===== config.mk =====
export PLATFORM = sky130hd
export DESIGN_NAME = seg_scan_driver
export DESIGN_NICKNAME = d
export VERILOG_FILES = /design/src/rtl/seg_scan_driver_pkg.sv /design/src/rtl/seg_scan_driver_decoder.sv /design/src/rtl/seg_scan_driver.sv
export SDC_FILE = /design/constraint.sdc
export NUM_CORES = 1
export LEC_CHECK = 0
export CORE_ASPECT_RATIO = 0.6
export CORE_MARGIN = 2
export CORE_UTILIZATION = 40
export CTS_CLUSTER_DIAMETER = 60
export CTS_CLUSTER_SIZE = 25
export DETAILED_ROUTE_END_ITERATION = 12
export GPL_TIMING_DRIVEN = 0
export MAX_ROUTING_LAYER = met4
export PLACE_DENSITY = 0.66
export RECOVER_POWER = 100
export SETUP_SLACK_MARGIN = 0.2
export SYNTH_ARGS = -nofsm -noshare
export SYNTH_HDL_FRONTEND = slang
export SYNTH_SLANG_ARGS = --single-unit

===== constraint.sdc =====
create_clock -name clk -period 4.7 [get_ports clk]
set_clock_uncertainty 0.1 [all_clocks]
set_input_delay 0.705 -clock clk [delete_from_list [all_inputs] [get_ports clk]]
set_output_delay 0.705 -clock clk [all_outputs]
set_load 0.05 [all_outputs]

===== src/rtl/seg_scan_driver_pkg.sv =====
// Shared types and constants for the multiplexed 7-segment scan driver.
// Segment bytes are active-low, segments a..g in bits 7..1 and the decimal point in bit 0.
package seg_scan_driver_pkg;

    typedef logic [7:0] byte_t;

    localparam byte_t SEG_BLANK  = 8'hFF;
    localparam int    SEG_DP_BIT = 0;

endpackage


===== src/rtl/seg_scan_driver_decoder.sv =====
// Hex nibble to active-low 7-segment pattern; the dp bit is always returned unlit.
module seg_scan_driver_decoder
    import seg_scan_driver_pkg::*;
(
    input  logic [3:0] nib,
    output byte_t      c
);

    always_comb begin
        c = SEG_BLANK;
        case (nib)
            4'h0: c = 8'h03;
            4'h1: c = 8'h9F;
            4'h2: c = 8'h25;
            4'h3: c = 8'h0D;
            4'h4: c = 8'h99;
            4'h5: c = 8'h49;
            4'h6: c = 8'h41;
            4'h7: c = 8'h1F;
            4'h8: c = 8'h01;
            4'h9: c = 8'h09;
            4'hA: c = 8'h11;
            4'hB: c = 8'hC1;
            4'hC: c = 8'h63;
            4'hD: c = 8'h85;
            4'hE: c = 8'h61;
            4'hF: c = 8'h71;
            default: c = SEG_BLANK;
        endcase
    end

endmodule


===== src/rtl/seg_scan_driver.sv =====
// Time-multiplexed common-anode scan driver with frame-synchronous double buffering.
// Outputs are registered, so pins lag the internal cnt/idx/disp state by one cycle.
module seg_scan_driver
    import seg_scan_driver_pkg::*;
#(
    parameter int N_DIGITS = 8,
    parameter int DIV      = 100000,
    parameter int DEAD     = 2
) (
    input  logic                  clk,
    input  logic                  rst,
    input  logic                  load,
    input  logic [4*N_DIGITS-1:0] value,
    input  logic [N_DIGITS-1:0]   dp_mask,
    input  logic                  blank_lz,
    output logic [N_DIGITS-1:0]   an,
    output byte_t                 seg,
    output logic                  upd_pending,
    output logic                  frame_tick
);

    localparam int CNT_W = (DIV > 1) ? $clog2(DIV) : 1;
    localparam int IDX_W = (N_DIGITS > 1) ? $clog2(N_DIGITS) : 1;

    localparam logic [CNT_W-1:0] CNT_LAST = CNT_W'(DIV - 1);
    localparam logic [CNT_W-1:0] CNT_DEAD = CNT_W'(DEAD);
    localparam logic [IDX_W-1:0] IDX_LAST = IDX_W'(N_DIGITS - 1);

    logic [CNT_W-1:0]      cnt;
    logic [IDX_W-1:0]      idx;
    logic                  tick;
    logic                  frame_wrap;

    logic [4*N_DIGITS-1:0] disp_val;
    logic [N_DIGITS-1:0]   disp_dp;
    logic [4*N_DIGITS-1:0] pend_val;
    logic [N_DIGITS-1:0]   pend_dp;

    logic [3:0]            nib;
    byte_t                 dec;
    logic [N_DIGITS-1:0]   lz_zero;
    logic                  blank_digit;
    logic [N_DIGITS-1:0]   an_c;
    byte_t                 seg_c;

    assign tick       = (cnt == CNT_LAST);
    assign frame_wrap = tick && (idx == IDX_LAST);

    always_ff @(posedge clk or posedge rst) begin
        if (rst) begin
            cnt        <= '0;
            idx        <= '0;
            frame_tick <= 1'b0;
        end else begin
            cnt        <= tick ? '0 : cnt + 1'b1;
            frame_tick <= frame_wrap;
            if (tick) begin
                idx <= (idx == IDX_LAST) ? '0 : idx + 1'b1;
            end
        end
    end

    // Commit reads the old pending contents, so a load landing on the wrap
    // cycle is held over for the following frame instead of being lost.
    always_ff @(posedge clk or posedge rst) begin
        if (rst) begin
            disp_val    <= '0;
            disp_dp     <= '0;
            pend_val    <= '0;
            pend_dp     <= '0;
            upd_pending <= 1'b0;
        end else begin
            if (frame_wrap && upd_pending) begin
                disp_val <= pend_val;
                disp_dp  <= pend_dp;
            end
            if (load) begin
                pend_val    <= value;
                pend_dp     <= dp_mask;
                upd_pending <= 1'b1;
            end else if (frame_wrap) begin
                upd_pending <= 1'b0;
            end
        end
    end

    assign nib = disp_val[4*idx +: 4];

    seg_scan_driver_decoder u_decoder (
        .nib (nib),
        .c   (dec)
    );

    // lz_zero[i] is set when digit i and every more significant digit are zero.
    genvar gi;
    generate
        for (gi = 0; gi < N_DIGITS; gi++) begin : g_digit
            assign lz_zero[gi] = ~|disp_val[4*N_DIGITS-1 : 4*gi];
            assign an_c[gi]    = ~((cnt >= CNT_DEAD) && (idx == IDX_W'(gi)));
        end
    endgenerate

    assign blank_digit = blank_lz && (idx != '0) && lz_zero[idx];

    always_comb begin
        seg_c = dec;
        if (blank_digit) begin
            seg_c[7:1] = 7'h7F;
        end
        seg_c[SEG_DP_BIT] = ~disp_dp[idx];
    end

    always_ff @(posedge clk or posedge rst) begin
        if (rst) begin
            an  <= '1;
            seg <= SEG_BLANK;
        end else begin
            an  <= an_c;
            seg <= seg_c;
        end
    end

endmodule


## After elaboration in Yosys (flattened, before gate mapping)

Memory sizes are Yosys's and may differ from the RTL's.
Index checks and enable logic that the tools add are counted.

| storage, ports and cells | value |
|---|---|
| output and inout bits | 18 |
| word-level logic and storage cells | 73 |
| input bits | 44 |
| memories | 1 |
| bits in read-only memories | 112 |
| register bits | 118 |

| operators by class | value |
|---|---|
| shift-type cells | 1 |
| muxes and demuxes | 9 |
| $add $sub $neg | 2 |
| magnitude comparators | 2 |
| bitwise gates (word level) | 9 |
| eq/ne operators | 8 |
| reductions and logical operators | 31 |

Memories:

| memory | depth | width | rd ports | clocked after memory_dff | write ports | RTL line | text |
|---|---|---|---|---|---|---|---|
| (no name shown) | 16 | 7 | 1 | 0 | 0 | seg_scan_driver_decoder.sv:11 | `case (nib)` |

Operators by type and width:

| cell | count |
|---|---|
| 32-bit OR reduction | 1 |
| 32-bit by 6-bit variable part select with 4-bit output | 1 |
| 28-bit OR reduction | 1 |
| 24-bit OR reduction | 1 |
| 20-bit OR reduction | 1 |
| 17-bit by 1-bit adder with 17-bit output (second input constant) | 1 |
| 17-bit equality test (second input constant) | 1 |
| 17-bit by 2-bit greater-or-equal comparator with 1-bit output (second input constant) | 1 |
| 17-bit 2-to-1 mux | 1 |
| 16-bit OR reduction | 1 |
| 3-bit equality test (second input constant) | 4 |
| 1-bit logical AND | 12 |
| 12-bit OR reduction | 1 |
| 1-bit NOT | 9 |
| 1-bit logical NOT | 8 |
| 8-bit OR reduction | 1 |
| 7-bit 2-to-1 mux | 1 |
| 1-bit binary-select mux with 3-bit select | 2 |
| 3-bit by 2-bit equality test with 1-bit output (second input constant) | 2 |
| 3-bit by 4-bit < comparator with 1-bit output (second input constant) | 1 |
| 1-bit 2-to-1 mux | 4 |
| 4-bit OR reduction | 1 |
| 3-bit by 1-bit adder with 3-bit output (second input constant) | 1 |
| 3-bit by 1-bit equality test with 1-bit output (second input constant) | 1 |
| other kinds (4) | 4 |

## Depth between registers and ports, before layout

| logic depth | value |
|---|---|
| depth in word-level cells | 6 |
| depth in mapped cells | 9 |
| mapped depth without buffers | 8 |

## By module

From an unflattened synthesis, not the netlist that was laid out.

| second synthesis, totals | value |
|---|---|
| cells, all modules | 391 |
| area total of the unflattened synthesis | 5315.1 um^2 |

By module, submodules not included:

| module | cells an instance | instances | area each (um^2) |
|---|---|---|---|
| seg_scan_driver | 357 | 1 | 5029.8 |
| seg_scan_driver_decoder | 34 | 1 | 285.3 |

## Worst setup path before layout

OpenSTA, ideal clock, no wires.

| timing path | value |
|---|---|
| path kind | flip-flop to flip-flop |
| start point | register idx[2] |
| end point | register seg[2] |
| arrival time | 1.997 ns |
| cell stages (with the launch flop) | 10 |
| period minus slack after synthesis | 2.206 ns |
| slack | 2.494 ns |
| required time | 4.491 ns |
| path through | dfrtp_1 buf_6 mux4_1 mux2i_4 inv_1 ha_1 inv_1 nor2_2 a21oi_1 o221ai_1 |

| on the way | value |
|---|---|
| cells in the longest elaborated chain, start to end | 4 |

RTL lines:

| item | RTL line | text |
|---|---|---|
| from (decl) | seg_scan_driver.sv:30 | `logic [IDX_W-1:0] idx;` |
| from (signal assigned) | seg_scan_driver.sv:58 | `idx <= (idx == IDX_LAST) ? '0 : idx + 1'b1;` |
| branches (longest 3 deep; another with memory read 16 x 7 bit) | -- |  |
| 7-bit 2-to-1 mux * | seg_scan_driver.sv:107 | `if (blank_digit) begin` |
| net seg_c[2] | seg_scan_driver.sv:44 | `byte_t seg_c;` |
| to (signal assigned) | seg_scan_driver.sv:119 | `seg <= seg_c;` |
| to (decl) | seg_scan_driver.sv:17 | `output byte_t seg,` |

Mark *: on every way through the listed nets, which the timed path passes. The select of a mux whose other input is x is not followed.
A chain may end at the register's enable or synchronous reset.

## Worst setup path after layout

| timing path | value |
|---|---|
| start point | register idx[1] |
| end point | register seg[7] |

The elaborated chain is that of the path after synthesis.

==> results.md <==
* GR peak layer: met2
* Grt met1 use at 0.233
* Diode count at 0
* Final hold violation count at 0
* Chip height at approximately 93 um
* Ys Warns at 0
* DR WL/cell at between 15 and 20 um
* Setup WS pre-CTS at about 2.1 ns
* Outcome: complete, but fails checks
* Fin. max-slew vios at 47
* M3 GR Usage at 0.0473
* NumNets Final at 512
* Seq/Total Area, Yosys at 0.567
* CTS sink cnt at around 120
* Fin Setup TNS at 0 ns
* Crit Path Class: reg -> reg
* Starting density of the core at 0.409
* Total track usage at 0.167
* Area of the multi-input gates at ~2100 sq um
* Clock buffer depth at 2
* Final std cells w/o fill at ~640
* Post-CTS setup buffer count at 0
* Ys async rst share at 1.00
* LEAKAGE at ~0.0030 uW
* Total power at about 2500 uW
* Crit-path cells: clkbuf_1 -> mux4_1 -> nand2_1 -> and2_0 -> inv_1 -> ha_1 -> nor2_1 -> o2bb2ai_1 -> o21ai_0
* Die W at 152 um
* Layout cells sized above 1 at 0.298
* Reg2Reg Launch Point: idx[1]
* Primary FF master, synth: dfrtp_1
* TritonCTS Buffers at 17
* Hpwl dp at around 7700 um
* CP arrival at slightly below 3 ns
* Slew HR at -0.391
* Largest net degree at the start of global routing at 73
* Die area at about 14000 sq um
* Row cnt at 32
* Dominant cells by area after synthesis: dfrtp_1, mux2_2, dfstp_2
* Fin Hold WS at roughly 0.4 ns
* Failing checks: max-capacitance violations, max-slew violations
* Drt via density at between 5 and 6
* Worst setup margin at ~1.9 ns
* Min-delay worst type: reg -> reg
* Detail Route Antenna Nets at 0
* Initial DRC Count at between 100 and 150
* Total congestion overflow at 0
* Hold Buf Count CTS at 0
* Routed wire length at 10500 um
* Root buf cell: clkbuf_16
* Global-route wire length before repair at between 15000 and 20000 um
* Period minus WS final at about 2.8 ns
* Gate Count Post-Synth at around 370
* Filler cell count at about 1100
* Actual slew at the worst max-slew pin at between 2 and 2.5 ns
* Post-synth cell types at 46
* Tcrit/Tclk final at 0.588
* Clock Latency Late Sink at approximately 0.41 ns
* CORE AREA at approximately 13000 sq um
* CTS tree: done
* Post-cts resize count at 0
* Vias in the first global route at about 3400
* Maximum VDD drop at between 200 and 300 uV
* Critical path origin: idx[1]
* Area Overhead vs Synth at 27.1%
* Final RePlAce weighted congestion at between 0.8 and 0.9
* CTS clk-pin slew, worst paths at approximately 0.05 ns
* Worst EP required at ~5 ns
* Final number of setup-violating endpoints at 0
* Via Count at 3221
* Routing usage on met2 at 0.237
* CP max FO at 10
* Register area at 2970 sq um
* Cells after DPL at approximately 610
* Worst hold start: cnt[14]
* 1st-pass router iterations at 4
* Pwr dens at approximately 380 nW/um^2
* Synth top area share at 0.487
* Initial antenna violation count at 0
* Cell Area, Synth at 5250 sq um
* Syn nets at 432
* CP endpoint kind: flip-flop
* #FFs+latches synth at around 120
* F_max at ~360 MHz
* Worst stage delay on the critical path at around 0.5 ns
* EDFF count, synth at 0
* Crit start category: flip-flop
* # DRC at 0
* Top cell type by total area after synthesis: dfrtp_1
* Top Ports at 62
* Syn_area_per_cell at between 10 and 15 sq um
* Critical Path Slowest Stage Cell: dfrtp_1
* PortBufs at 60
* RSZ-0062 raised after global routing: no
* # H-tree levels at 4
* Max-Cap Viols at 1
state kept, by name, indices dropped and copies added, names as in the netlist:
signal,cells
upd_pending,1
disp_dp,8
pend_val,32
disp_val,32
idx,3
cnt,17
pend_dp,8
frame_tick,1
seg,8
an,8
cells in the final DEF (no fill, tap or decap), drive strengths merged, types with 8 or more instances in the layout:
cell,n
dfrtp,102
mux2,80
clkdlybuf4s50,40
clkbuf,35
nand2,25
dlygate4sd3,20
nor2,17
dfstp,16
ha,14
nor4,11
mux4,10
inv,9
nand3,8
cell usage after synthesis, types with 3 or more instances:
cell and number:
nand4_1 6, dfstp_2 16, xnor2_1 7, mux4_1 8, buf_1 4, mux2i_1 4
a21oi_1 5, inv_1 9, nor2_1 16, nor3_1 3, mux2_2 80, and2_1 3
o21ai_0 5, ha_1 14, buf_6 6, nand2_1 25, o211ai_1 3, xor2_1 7
nor4_1 11, dfrtp_1 102, nand3_1 6
kinds of logic after synthesis:
group	count (synthesis)	synth area share
AO/OA/AOI/OAI	24	0.0303
AND/OR/NAND/NOR	84	0.0835
XOR/XNOR	14	0.0234
adder cells (fa/ha/maj)	14	0.0334
buffers and inverters	24	0.0262
multiplexers	96	0.237
flip-flops	118	0.567
layer usage:
layer | vias to the layer above | share of wire
li1 | 1507 | -
met2 | 81 | 0.44
met3 | 12 | 0.043
met5 | - | 0
met4 | 0 | 0.011
met1 | 1621 | 0.51
layout make-up:
cell class,count,area share
sequential,118,0.446
multi-input combinational,232,0.318
timing repair buffer,61,0.0942
clock buffer,24,0.0722
tap,170,0.0319
clock inverter,8,0.0218
buffer,14,0.0103
inverter,10,0.00582
path summary, 6_finish.rpt:
check                      slack, ns  depth (start not counted)  endpoint
min in group asynchronous       1.20                          2    cnt[2]
min                             0.39                          1   cnt[14]
max                             1.94                          9    seg[7]
max reg2reg                     1.94                          9    seg[7]
max in group asynchronous       2.21                          3    seg[0]
min reg2reg                     0.39                          1   cnt[14]
worst max-delay path: cells and delay by family, from the launching register on:
kind | cells | cell delay (ns)
fa+ha+maj | 1 | 0.26
simple gates | 3 | 0.53
mux | 1 | 0.42
compound gates | 2 | 0.23
flops | 1 | 0.50
buf+inv | 2 | 0.62
stage by stage:
step,util,cell area [sq um]
2_1_floorplan,-,5250
3_5_place_dp,0.475,6090
3_3_place_gp,0.473,6060
4_1_cts,0.524,6720
5_1_grt,0.520,6670
6_report,0.520,6670
where the power goes:
group          internal [uW]  switching (uW)  leakage [uW]
clock                    927             431      0.000300
combinational           64.1            40.3       0.00124
sequential              1050            18.9       0.00148
total                   2040             490       0.00302
Power figures use the tool's default switching activity.
